[config.mk]
export PLATFORM = sky130hd
export DESIGN_NAME = inst_fetch_unit
export DESIGN_NICKNAME = d
export VERILOG_FILES = /design/src/rtl/inst_fetch_unit.sv
export SDC_FILE = /design/constraint.sdc
export NUM_CORES = 1
export LEC_CHECK = 0
export ABC_AREA = 1
export CAP_MARGIN = 20
export CORE_MARGIN = 2
export CORE_UTILIZATION = 30
export DETAILED_ROUTE_END_ITERATION = 10
export SKIP_CTS_REPAIR_TIMING = 1
export SLEW_MARGIN = 20
export SYNTH_ARGS = -nofsm -noshare
export SYNTH_HDL_FRONTEND = slang
export SYNTH_SLANG_ARGS = --single-unit
[constraint.sdc]
create_clock -name clk -period 4.32 [get_ports clk]
set_input_delay 0.432 -clock clk [delete_from_list [all_inputs] [get_ports clk]]
set_output_delay 0.432 -clock clk [all_outputs]
set_load 0.1 [all_outputs]
[src/rtl/inst_fetch_unit.sv]
// inst_fetch_unit: instruction fetch stage for the mriscv core.
// Reads one word per instruction from a valid/ready memory read port at the PC supplied by
// the PC/CSR utility stage, holds it for decode and takes inst_ack as the PC-advance strobe.
// Handles flush (redirect/interrupt), misaligned PCs, bus errors and response timeouts.
//
// Ports:
//   clk, rst            clock (rising edge), synchronous active-low reset
//   pc_in               current PC from the utility stage
//   flush               discard in-flight/held fetch and refetch from pc_in
//   mem_arvalid/araddr  read address request (word aligned), accepted by mem_arready
//   mem_rvalid/rdata    read response, mem_rerr flags a bus error, accepted by mem_rready
//   inst_valid          inst/inst_pc/fault valid to decode, stable until inst_ack
//   fault               00 none, 01 misaligned, 10 bus error, 11 timeout
//   inst_ack            decode consumes the instruction
module inst_fetch_unit #(
    parameter int unsigned TIMEOUT = 255
) (
    input  logic        clk,
    input  logic        rst,
    input  logic [31:0] pc_in,
    input  logic        flush,
    output logic        mem_arvalid,
    output logic [31:0] mem_araddr,
    input  logic        mem_arready,
    input  logic        mem_rvalid,
    input  logic [31:0] mem_rdata,
    input  logic        mem_rerr,
    output logic        mem_rready,
    output logic        inst_valid,
    output logic [31:0] inst,
    output logic [31:0] inst_pc,
    output logic [1:0]  fault,
    input  logic        inst_ack
);

    localparam logic [31:0] Nop      = 32'h00000013;
    localparam logic [15:0] TimerMax = 16'(TIMEOUT);

    localparam logic [1:0] FaultNone     = 2'b00;
    localparam logic [1:0] FaultMisalign = 2'b01;
    localparam logic [1:0] FaultBus      = 2'b10;
    localparam logic [1:0] FaultTimeout  = 2'b11;

    typedef enum logic [2:0] {StIdle, StAddr, StData, StHold, StDrain} state_e;

    state_e      state_q;
    logic [31:0] fetch_pc_q;
    logic        addr_first_q;
    logic [15:0] timer_q;

    logic [31:0] addr_pc;
    logic        addr_ok;
    logic        ar_hs;
    logic        timer_done;

    // The utility stage advances the PC on the same edge that moves us into ADDR, so the
    // first ADDR cycle must use pc_in directly; later ADDR cycles use the latched copy,
    // which keeps araddr stable while waiting for mem_arready.
    assign addr_pc     = (state_q == StAddr && addr_first_q) ? pc_in : fetch_pc_q;
    assign addr_ok     = (addr_pc[1:0] == 2'b00);
    assign mem_arvalid = (state_q == StAddr) && addr_ok;
    assign mem_araddr  = {addr_pc[31:2], 2'b00};
    assign ar_hs       = mem_arvalid && mem_arready;
    // True on the TIMEOUT-th cycle spent waiting in DATA/DRAIN.
    assign timer_done  = (timer_q == TimerMax - 16'd1);

    always_ff @(posedge clk) begin
        if (!rst) begin
            state_q      <= StIdle;
            fetch_pc_q   <= 32'd0;
            addr_first_q <= 1'b0;
            timer_q      <= 16'd0;
            mem_rready   <= 1'b0;
            inst_valid   <= 1'b0;
            inst         <= Nop;
            inst_pc      <= 32'd0;
            fault        <= FaultNone;
        end else begin
            unique case (state_q)
                StIdle: begin
                    fetch_pc_q   <= pc_in;
                    addr_first_q <= 1'b1;
                    state_q      <= StAddr;
                end

                StAddr: begin
                    fetch_pc_q   <= addr_pc;
                    addr_first_q <= 1'b0;
                    if (flush) begin
                        if (ar_hs) begin
                            // Request already accepted: its response must be drained.
                            mem_rready <= 1'b1;
                            timer_q    <= 16'd0;
                            state_q    <= StDrain;
                        end else begin
                            addr_first_q <= 1'b1;
                        end
                    end else if (!addr_ok) begin
                        inst_valid <= 1'b1;
                        inst       <= Nop;
                        inst_pc    <= addr_pc;
                        fault      <= FaultMisalign;
                        state_q    <= StHold;
                    end else if (ar_hs) begin
                        mem_rready <= 1'b1;
                        timer_q    <= 16'd0;
                        state_q    <= StData;
                    end
                end

                StData: begin
                    if (mem_rvalid) begin
                        mem_rready <= 1'b0;
                        if (flush) begin
                            addr_first_q <= 1'b1;
                            state_q      <= StAddr;
                        end else begin
                            inst_valid <= 1'b1;
                            inst       <= mem_rerr ? Nop : mem_rdata;
                            inst_pc    <= fetch_pc_q;
                            fault      <= mem_rerr ? FaultBus : FaultNone;
                            state_q    <= StHold;
                        end
                    end else if (flush) begin
                        timer_q <= 16'd0;
                        state_q <= StDrain;
                    end else if (timer_done) begin
                        mem_rready <= 1'b0;
                        timer_q    <= TimerMax;
                        inst_valid <= 1'b1;
                        inst       <= Nop;
                        inst_pc    <= fetch_pc_q;
                        fault      <= FaultTimeout;
                        state_q    <= StHold;
                    end else begin
                        timer_q <= timer_q + 16'd1;
                    end
                end

                StHold: begin
                    // flush and inst_ack both restart the fetch from pc_in.
                    if (flush || inst_ack) begin
                        inst_valid   <= 1'b0;
                        addr_first_q <= 1'b1;
                        state_q      <= StAddr;
                    end
                end

                StDrain: begin
                    if (mem_rvalid || timer_done) begin
                        mem_rready   <= 1'b0;
                        addr_first_q <= 1'b1;
                        state_q      <= StAddr;
                    end
                    if (timer_done) begin
                        timer_q <= TimerMax;
                    end else begin
                        timer_q <= timer_q + 16'd1;
                    end
                end

                default: begin
                    state_q <= StIdle;
                end
            endcase
        end
    end

endmodule
### Yosys cells after proc, flatten, opt, wreduce, memory -nomap -nowiden

Index checks and enable logic that the tools add are counted.

* reductions and logical operators: 18
* $add $sub $neg: 1
* muxes and demuxes: 66
* eq/ne operators: 19

Operators with widths (count)
* $mux 32: 14
* $pmux 32 s2: 3
* $mux 16: 6
* $pmux 16 s3: 1
* $mux 3: 9
* $mux 1: 20
* $reduce_and 5->1: 4
* $add 16x1->16 const B: 1
* $eq 16x8->1 const B: 1
* $mux 2: 8
* $ne 2x2->1 const B: 8
* $ne 3x3->1 const B: 5
* $pmux 3 s5: 1
* $eq 3x2->1 const B: 2
* $pmux 1 s3: 2
* $reduce_and 6->1: 1
* $reduce_bool 3->1: 2
* $pmux 1 s5: 1
* $reduce_bool 5->1: 1
* $ne 4x4->1 const B: 1
* $pmux 2 s2: 1
* $reduce_bool 2->1: 2
* $eq 3x1->1 const B: 1
* $eq 3x3->1 const B: 1
* 5 further kinds: 8

* output and inout bits: 101
* bits of input ports: 71
* register bits: 120

### Longest topological paths before layout

Gate-level depths: netlist (run 1).

* depth after elaboration: 10
* gate-level depth with buffers: 12
* depth with buffers taken out: 11

### Worst setup path before layout (run 1)

Ideal clock, no wire load.

* path kind: register -> register
* from: register state_q[2]
* to: register inst_pc[11]
* arrival: 3394 ps
* cell stages (with the launch flop): 8
* path buffers: 1
* setup slack: 851 ps
* path through: dfxtp_1 > nor2_4 > nand3_2 > inv_2 > clkbuf_1 > o21ai_0 > nand3_1 > a21oi_1

* longest elaborated chain between the ends: 6

RTL lines
* start, declared: line 46 `state_e state_q;`
* start signal, assigned: line 69 `state_q <= StIdle;`
* start signal, assigned: line 83 `state_q <= StAddr;`
* start signal, assigned: line 94 `state_q <= StDrain;`
* $eq 3x1->1: line 59 `assign addr_pc = (state_q == StAddr && addr_first_q) ? pc_in : fetch_pc_q;`
* $logic_and 1x1->1: line 59
* $mux 32: line 59
* net mem_araddr[11]: line 23 `output logic [31:0] mem_araddr,`
* $mux 32: line 98 `end else if (!addr_ok) begin`
* $mux 32: line 89 `if (flush) begin`
* $pmux 32 s2: line 79 `unique case (state_q)`
* end signal, assigned: line 101 `inst_pc <= addr_pc;`
* end signal, assigned: line 120 `inst_pc <= fetch_pc_q;`
* end signal, assigned: line 132 `inst_pc <= fetch_pc_q;`
* end, declared: line 31 `output logic [31:0] inst_pc,`

The timed path passes the listed nets, and every way through them passes these cells. The select of a mux whose other input is x is not followed.
A chain may end at the register's enable or synchronous reset.

### Worst setup path in the final report (run 1)

* from: register state_q[0]
* to: register inst[4]

* longest elaborated chain between the ends: 6

RTL lines
* $eq 3x1->1: line 59, 79
* $logic_and 1x1->1: line 59
* $mux 32: line 59
* $logic_not 2->1: line 60 `assign addr_ok = (addr_pc[1:0] == 2'b00);`
* $ne 2x2->1 (no source line)
* $reduce_and 5->1 (no source line)
* end signal, assigned: line 75 `inst <= Nop;`
* end signal, assigned: line 100 `inst <= Nop;`
* end signal, assigned: line 119 `inst <= mem_rerr ? Nop : mem_rdata;`
* end, declared: line 30 `output logic [31:0] inst,`

Parallel ways exist; a longest one is shown, timed or not.

==> results.tsv, run 1 <==
stage	metric	value	unit
global_routing	grt.overflow.total	0	
routing	drc_errors	0	
finish	n_fill_cell	2067	
finish	fin_area	0.00850	sq mm
sta	fin_skew	0.00903	ns
synthesis	synth_top_cell_by_area	dfxtp_1	
critical_path	cpMostUsedCell	nand2_4	
critical_path	critPathTopFamily	simple AND/OR/NAND/NOR gates	
clock_network	numCtsBuffers	17	
routing	dr.pass1.iters	5	
global_routing	antenna_found_initial	0	
global_routing	grt_max_degree	85	
sta	setup_ws	1.34	ns
sta	max_freq	336	MHz
routing	wl_per_cell	14.0	microns
clock_network	worstSkewPairLatency	0.42	ns
place	pre_cts_ws	1.30	ns
place	place_area	0.00788	sq mm
synthesis	synth_area	0.00620	sq mm
die	die-area	0.0218	sq mm
sta	slew-limit-headroom	24.1	%
sta	tns	0	ns
place	place_congestion	0.860	
synthesis	synthArstFlopShare	0	%
synthesis	synth-xor-area-share	0.565	%
synthesis	synth_compound_area_share	16.0	%
sta	tightest_slew	1.13	ns
finish	diodes	0	
synthesis	synth.avg_cell_area	6.71	sq um
critical_path	worst_ep_arrival_time	3.25	ns
power_and_ir_drop	finalPower	6.30	mW
sta	period_share	68.9	%
synthesis	synth_edf_count	0	
critical_path	cp.required	4.60	ns
sta	drv_slew	0	
power_and_ir_drop	leakage	3.20	nW
synthesis	synth_top_family_by_area	simple AND/OR/NAND/NOR gates	
critical_path	crit_chain	inv_4 > nor2_4 > buf_4 > inv_2 > nor2_2 > nand2_2 > nand2_4 > nand2_4 > a21oi_1 > o21ai_1	
global_routing	grt_pass1_wl	30700	microns
power_and_ir_drop	power.density	741	mW/mm^2
outcome	outcome	finished, final reports clean	
clock_network	clock-root-buffer	clkbuf_16	
die	core	0.0202	sq mm
routing	routed_via_density	4.77	
sta	setup_viol	0	
critical_path	max_stage_delay	0.54	ns
die	die_h	148	microns
synthesis	yosysUniqueCellTypes	36	
critical_path	worstPathMaxFanout	70	
routing	vias	6399	
clock_network	cts.path.max_buffers	2	
sta	rsz0062_at_grt	false	
global_routing	gr-usage-all-layers	17.5	%
clock_network	htree_levels	4	
synthesis	synth_ff_type	dfxtp_1	
sta	finalHoldViolations	0	
sta	fin_crit	2.98	ns
synthesis	synthAdderAreaFrac	0.404	%
die	die_w	148	microns
critical_path	start_kind	register	
die	fp-row-count	52	
critical_path	end_kind	register	
synthesis	synth_mux_area_share	0	%
synthesis	synth_top_area_share	38.8	%
power_and_ir_drop	vdd_drop_max	317	uV
synthesis	synthMostInstantiatedCell	nand2_1	
run	cap_violations	0	
finish	nets	1132	
place	io_buffers	169	
critical_path	worst_path_max_delay_cell	dfxtp_1	
critical_path	worstSetupPathType	register to register	
synthesis	ys_seq_area_share	38.8	%
finish	drive_gt1_share	9.05	%
die	ios	172	
synthesis	synth_seq_cells	120	
synthesis	synth_simple_gate_area_share	33.8	%
finish	final_cells	1342	
critical_path	cp_num_buf_inv	3	
place	dp_hpwl	12500	microns
clock_network	clock-sinks	120	
place	dp_cells	1310	
global_routing	grt_pass1_vias	5909	
synthesis	synthCells	924	
synthesis	ys_warn_count	0	
synthesis	synth_commonest_cells	261 x nand2_1, 120 x dfxtp_1, 115 x a21oi_1	
clock_network	clkTransAtPathRegs	0.06	ns
finish	area_growth_syn_to_layout	37.2	%
routing	antenna_left	0	
synthesis	synth_area_leaders	dfxtp_1 39%, nand2_1 16%, a21oi_1 9.3%	
routing	drt_iter0_markers	290	
worst_hold_path	hp-class	register to register	
die	start_util	30.6	%
routing	wl	18800	microns
clock_network	cts_tree	done	
cell type report:
| class | instances | area, sq um | area share (%) |
|---|---|---|---|
| clock buffers | 19 | 443 | 5.21 |
| clock inverters | 13 | 178 | 2.09 |
| inverters | 78 | 297 | 3.49 |
| multi-input cells | 665 | 3160 | 37.1 |
| flip-flops and latches | 120 | 2400 | 28.3 |
| well taps | 270 | 338 | 3.97 |
| repair buffers | 177 | 1690 | 19.8 |
cell usage in the layout, fill, tap and decap left out, types with 23 or more instances in the layout:
cell             Yosys  routed
buf_4               11      38
nand3b_1            27      27
clkdlybuf4s50_1      0     138
inv_1               68      68
o21ai_0             23      23
a31oi_1             28      28
a21oi_1            115     115
dfxtp_1            120     120
nand2_1            261     261
nand4_1             26      26
nand3_1             59      59
nor2_1              73      72
logic make-up (layout without fill, tap and decap cells):
| kind of cell | after synthesis | after routing |
|---|---|---|
| AND/OR/NAND/NOR | 469 | 469 |
| AO/OA/AOI/OAI | 188 | 188 |
| buffers and inverters | 140 | 287 |
| flip-flops | 120 | 120 |
| XOR/XNOR | 4 | 4 |
| adder cells (fa/ha/maj) | 2 | 2 |
| other | 1 | 2 |
state kept, by name (all words and copies together) (netlist names):
signal        flops
state_q           3
inst_pc          32
fetch_pc_q       32
mem_rready        1
inst_valid        1
addr_first_q      1
inst             32
fault             2
timer_q          16
report_power, final:
group          switching, mW  internal (mW)
clock                  0.523          0.975
sequential             0.137           1.32
combinational           2.60          0.744
total                   3.26           3.04
metal layers:
layer | routed length [microns] | global-route usage, % | share of wire (%) | vias up
met1 | 8580 | 23.2 | 46 | 2854
met2 | 8460 | 27.2 | 45 | 219
li1 | - | - | - | 3307
met5 | 0 | 0 | 0 | -
met3 | 1500 | 5.46 | 8.0 | 19
met4 | 270 | 5.48 | 1.4 | 0
worst reg2reg max path, cell delays in order, from the launching register on:
cell and delay [ns]:
dfxtp_1 0.54, inv_4 0.25, nor2_4 0.16, buf_4 0.36
inv_2 0.07, nor2_2 0.15, nand2_2 0.10, nand2_4 0.31
nand2_4 0.49, a21oi_1 0.33, o21ai_1 0.08
per-stage QoR:
step | hold slack, ns | util [%]
5_1_grt | 0.477 | 42.0
6_report | 0.459 | 42.0
2_1_floorplan | 0.445 | -
4_1_cts | 0.462 | 42.0
3_5_place_dp | 0.453 | 38.9
3_3_place_gp | 0.448 | 38.9
final timing paths:
kind	start	endpoint	slack, ns	depth (start not counted)
hold reg to reg	inst_pc[8]	inst_pc[8]	0.46	2
setup reg to reg	state_q[0]	inst[4]	1.34	10
setup / recovery	state_q[0]	inst[4]	1.34	10
hold / removal	inst_pc[8]	inst_pc[8]	0.46	2
Note: power is estimated with default switching activity, not from simulation.
==> run 2: changes to the inputs <==
==> constraint.sdc (replaced) <==
create_clock -name clk -period 2.8 [get_ports clk]
set_input_delay 0.28 -clock clk [delete_from_list [all_inputs] [get_ports clk]]
set_output_delay 0.28 -clock clk [all_outputs]
set_load 0.1 [all_outputs]
==> run 2 against run 1 <==
Compared with the run above: cell area rose by 4.2%; clock power rose by 52%; global-route usage barely moved; register-to-register slack got worse by 0.91 ns; critical path type is now register to output pin.
==> results.tsv, run 2 (synthesized netlist as in run 1, its figures left out) <==
stage	metric	value	unit	change
global_routing	grt_pass1_wl	30800	microns	+0.38%
global_routing	grt_pass1_vias	5926		+0.29%
run	cap_violations	0		unchanged
critical_path	worstSetupPathType	register to output pin		
clock_network	clkTransAtPathRegs	0.06	ns	about the same
global_routing	grt_use_met1	22.4	%	-0.77 points
die	die_h	148	microns	unchanged
worst_hold_path	hp-class	primary input to register		
place	io_buffers	169		unchanged
critical_path	critPathTopFamily	buffers and inverters		
routing	drt_iter0_markers	360		+24%
power_and_ir_drop	leakage	3.51	nW	+9.8%
die	die-area	0.0218	sq mm	unchanged
critical_path	reg2reg_slack	0.43	ns	-0.91 ns
global_routing	grt_max_degree	59		-31%
critical_path	crit_chain	nand3_2 > inv_4 > buf_4 > nand2_1 > o21ai_1 > buf_12		
critical_path	end_kind	output pin		
power_and_ir_drop	finalPower	10.4	mW	+66%
global_routing	antenna_found_initial	0		unchanged
sta	fin_skew	0.0125	ns	+0.00351 ns
routing	dr.pass1.iters	6		+1
global_routing	met3_usage	5.28	%	-0.19 points
finish	layout_commonest_cell	nand2_1		
sta	max_freq	389	MHz	
sta	setup_ws	0.230	ns	-1.11 ns
power_and_ir_drop	vdd_drop_max	477	uV	+50%
critical_path	cp-startpoint	state_q[0]		
sta	hold-worst-slack	0.444	ns	-0.0147 ns
critical_path	worst_ep_arrival_time	2.29	ns	-0.96 ns
place	dp_cells	1325		+1.1%
clock_network	numCtsBuffers	17		unchanged
finish	n_fill_cell	2038		-1.4%
die	ios	172		unchanged
global_routing	gr-usage-all-layers	17.5	%	+0.027 points
clock_network	clock-sinks	120		unchanged
sta	fin_crit	2.57	ns	
routing	wl	19100	microns	+1.5%
finish	fin_area	0.00886	sq mm	+4.2%
sta	slew-limit-headroom	58.6	%	+34 points
clock_network	cts_tree	done		
routing	drc_errors	0		unchanged
sta	rsz0062_at_grt	false		
die	start_util	30.6	%	unchanged
routing	wl_per_cell	14.1	microns	+0.42%
finish	area_growth_syn_to_layout	43.0	%	
place	place_area	0.00824	sq mm	+4.5%
global_routing	grt.overflow.total	0		unchanged
finish	multi_input_area	0.00316	sq mm	unchanged
finish	final_cells	1357		+1.1%
sta	period_share	91.8	%	
critical_path	max_stage_delay	0.58	ns	+0.04 ns
place	pre_cts_ws	0.349	ns	-0.953 ns
sta	tns	0	ns	unchanged
finish	reg.largest.list	fetch_pc_q: 32 flops, inst: 32 flops, inst_pc: 32 flops		
critical_path	cp_num_buf_inv	3		unchanged
global_routing	grt_busiest_layer	met2		
die	fp-row-count	52		unchanged
finish	seq_area	0.00240	sq mm	unchanged
finish	mostFrequentLayoutCells	261 x nand2_1, 120 x dfxtp_1, 115 x a21oi_1, 88 x buf_4, 72 x nor2_1		
sta	drv_slew	0		unchanged
critical_path	worst_path_max_delay_cell	dfxtp_1		
place	place_congestion	0.887		+3.2%
worst_hold_path	hold_path_startpoint	mem_rdata[2]		
outcome	outcome	finished, final reports clean		
clock_network	htree_levels	4		unchanged
finish	diodes	0		unchanged
critical_path	cp.required	2.52	ns	-2.08 ns
clock_network	clock-root-buffer	clkbuf_16		
sta	tightest_slew	0.615	ns	-0.519 ns
routing	vias	6476		+1.2%
global_routing	grtUsageMet2	28.6	%	+1.4 points
routing	antenna_left	0		unchanged
sta	finalHoldViolations	0		unchanged
place	dp_hpwl	13300	microns	+6.3%
clock_network	cts.path.max_buffers	2		unchanged
sta	setup_viol	0		unchanged
clock_network	worstSkewPairLatency	0.42	ns	about the same
critical_path	r2r_start	state_q[0]		
finish	nets	1147		+1.3%
die	core	0.0202	sq mm	unchanged
finish	drive_gt1_share	16.6	%	+7.5 points
critical_path	start_kind	register		
critical_path	worstPathMaxFanout	30		-57%
finish	final_util	43.8	%	+1.8 points
power_and_ir_drop	power.density	1180	mW/mm^2	+59%
die	die_w	148	microns	unchanged
routing	routed_via_density	4.77		about the same
==> run 2: metal layers <==
layer	share of wire (%)	routed length, microns	up-vias
met5	0	0	-
met4	1.1	210	0
met3	6.9	1320	12
met2	47	9020	206
met1	45	8550	2918
li1	-	-	3340
==> run 2: final timing paths <==
path,cells after the start,end
worst max-delay path,6,mem_araddr[25]
worst min-delay path,3,inst[2]
worst max register to register,9,fault[1]
worst min register to register,2,inst_pc[16]
==> run 2: where the power goes <==
part	internal [mW]	switching (mW)
Sequential	2.03	0.223
Combinational	1.73	4.17
Clock	1.46	0.823
==> run 2: final cells by class <==
| cell class | count | area share (%) |
|---|---|---|
| inverters | 78 | 3.38 |
| well taps | 270 | 3.81 |
| clock inverters | 12 | 1.86 |
| repair buffers | 192 | 23.0 |
| flip-flops and latches | 120 | 27.1 |
| clock buffers | 20 | 5.15 |
| multi-input cells | 665 | 35.6 |
==> run 2: tightest hold or removal path, delay by kind of cell <==
family,cells,cell delay (ns)
compound gates,1,0.06
buf+inv,1,0.39
simple gates,1,0.08
==> run 3: changes to the inputs <==
--- a/config.mk
+++ b/config.mk
@@ -10,7 +10,7 @@
 export CORE_MARGIN = 2
 export CORE_UTILIZATION = 30
 export DETAILED_ROUTE_END_ITERATION = 10
-export SKIP_CTS_REPAIR_TIMING = 1
+export DONT_BUFFER_PORTS = 1
 export SLEW_MARGIN = 20
 export SYNTH_ARGS = -nofsm -noshare
 export SYNTH_HDL_FRONTEND = slang
==> run 3 against run 2 <==
Compared with the run above: worst setup slack better by 0.042 ns; core utilization decreased by 5.9 points; largest cell class unchanged; register-to-register slack gained 0.13 ns; first-iteration DRC count fell by 12%; cell area down 13%; critical path type unchanged; worst hold slack worse by 0.42 ns; global-route usage about the same; sequential power rose by 22%.
==> results.tsv, run 3 (synthesized netlist as in run 1, its figures left out) <==
stage	metric	value	unit	change
place	io_buffers	0		-100%
routing	wl	18800	microns	-1.4%
place	dp_cells	1185		-11%
clock_network	cts_tree	done		
critical_path	end_kind	output pin		
critical_path	start_kind	register		
sta	tightest_slew	1.18	ns	+0.566 ns
clock_network	cts-resized-gates	0		
finish	final_cells	1217		-10%
routing	drt_iter0_markers	316		-12%
global_routing	antenna_found_initial	0		unchanged
sta	slew-limit-headroom	21.2	%	-37 points
place	place_congestion	0.904		+1.9%
clock_network	numCtsBuffers	17		unchanged
die	fp-row-count	52		unchanged
finish	final_util	37.9	%	-5.9 points
sta	hold-worst-slack	0.0237	ns	-0.421 ns
critical_path	cp.required	2.52	ns	about the same
sta	fin_skew	0.00981	ns	-0.00272 ns
run	cap_violations	0		unchanged
routing	dr.pass1.iters	5		-1
die	die_h	148	microns	unchanged
place	dp_hpwl	12900	microns	-2.8%
clock_network	clock-root-buffer	clkbuf_16		
global_routing	grt_pass1_vias	5795		-2.2%
global_routing	gr-usage-all-layers	17.5	%	-0.036 points
clock_network	cts.path.max_buffers	2		unchanged
die	core	0.0202	sq mm	unchanged
sta	rsz0062_at_grt	false		
finish	drive_gt1_share	14.3	%	-2.3 points
clock_network	htree_levels	4		unchanged
finish	mostFrequentLayoutCells	261 x nand2_1, 120 x dfxtp_1, 115 x a21oi_1, 72 x nor2_1, 68 x inv_1		
finish	fin_area	0.00767	sq mm	-13%
die	ios	172		unchanged
routing	drc_errors	0		unchanged
die	start_util	30.6	%	unchanged
power_and_ir_drop	vdd_drop_max	540	uV	+13%
global_routing	grt_pass1_wl	30500	microns	-1.1%
clock_network	clkTransAtPathRegs	0.05	ns	about the same
clock_network	post_cts_buffers	0		
sta	period_share	90.3	%	-1.5 points
finish	diodes	0		unchanged
critical_path	worstSetupPathType	register to output pin		
routing	antenna_left	0		unchanged
finish	layout_commonest_cell	nand2_1		
critical_path	worstPathMaxFanout	21		-30%
routing	wl_per_cell	15.5	microns	+10%
finish	area_growth_syn_to_layout	23.8	%	
clock_network	clock-sinks	120		unchanged
outcome	outcome	finished, final reports clean		
sta	max_freq	396	MHz	+1.7%
sta	finalHoldViolations	0		unchanged
routing	vias	6037		-6.8%
sta	drv_slew	0		unchanged
power_and_ir_drop	power.density	1330	mW/mm^2	+13%
sta	fin_crit	2.53	ns	-0.0423 ns
sta	setup_viol	0		unchanged
routing	routed_via_density	4.96		+3.9%
global_routing	grt_max_degree	64		+8.5%
critical_path	worst_ep_arrival_time	2.25	ns	-0.04 ns
die	die-area	0.0218	sq mm	unchanged
power_and_ir_drop	leakage	2.90	nW	-17%
die	die_w	148	microns	unchanged
finish	reg.largest.list	fetch_pc_q: 32 flops, inst: 32 flops, inst_pc: 32 flops		
finish	nets	1008		-12%
global_routing	grt.overflow.total	0		unchanged
place	place_area	0.00705	sq mm	-14%
worst_hold_path	hp-class	primary input to register		
clock_network	worstSkewPairLatency	0.42	ns	about the same
[run 3: worst paths after layout]
| kind | startpoint | to | slack (ns) | cells past startpoint |
|---|---|---|---|---|
| setup reg to reg | state_q[0] | inst_pc[24] | 0.56 | 7 |
| hold / removal | mem_rdata[4] | inst[4] | 0.02 | 2 |
| hold reg to reg | fetch_pc_q[1] | fetch_pc_q[1] | 0.46 | 2 |
| setup / recovery | state_q[0] | mem_araddr[24] | 0.27 | 5 |
[run 3: metal layers]
metal | part of all wire [%] | GRT usage (%) | up-vias
met5 | 0 | 0 | -
met3 | 8.4 | 6.02 | 20
met4 | 1.7 | 5.72 | 0
li1 | - | - | 3058
met2 | 46 | 28.3 | 195
met1 | 44 | 21.8 | 2764
[run 3: layout make-up]
class                      count  area, sq um
tap                          270          338
timing repair buffer          53          763
sequential                   120         2400
fill                        2100        12600
multi-input combinational    665         3260
inverter                      78          297
clock buffer                  24          492
clock inverter                 7          116
[run 3: worst max-delay path: stages (launching register included)]
cell,delay [ns]
dfxtp_1,0.55
nand3_2,0.19
inv_2,0.21
buf_4,0.31
nand2_1,0.10
o21ai_2,0.45
[run 3: timing repair]
item	in CTS	in global routing
setup endpoints to repair	0	0
endpoints found under the hold margin	12	0
hold buffers	1	0
[run 3: power by group]
| group | internal, mW | switching [mW] |
|---|---|---|
| clock network | 1.49 | 0.779 |
| registers | 2.03 | 0.712 |
| logic | 1.53 | 3.67 |
| total | 5.05 | 5.16 |
[run 3: stage by stage]
stage          power (mW)  TNS (ns)  worst slack, ns
2_1_floorplan        6.43    -12.41           -0.669
3_3_place_gp         7.96         0            0.638
3_5_place_dp         8.00         0            0.556
4_1_cts              10.3         0            0.284
5_1_grt              10.8         0            0.160
6_report             10.2         0            0.273
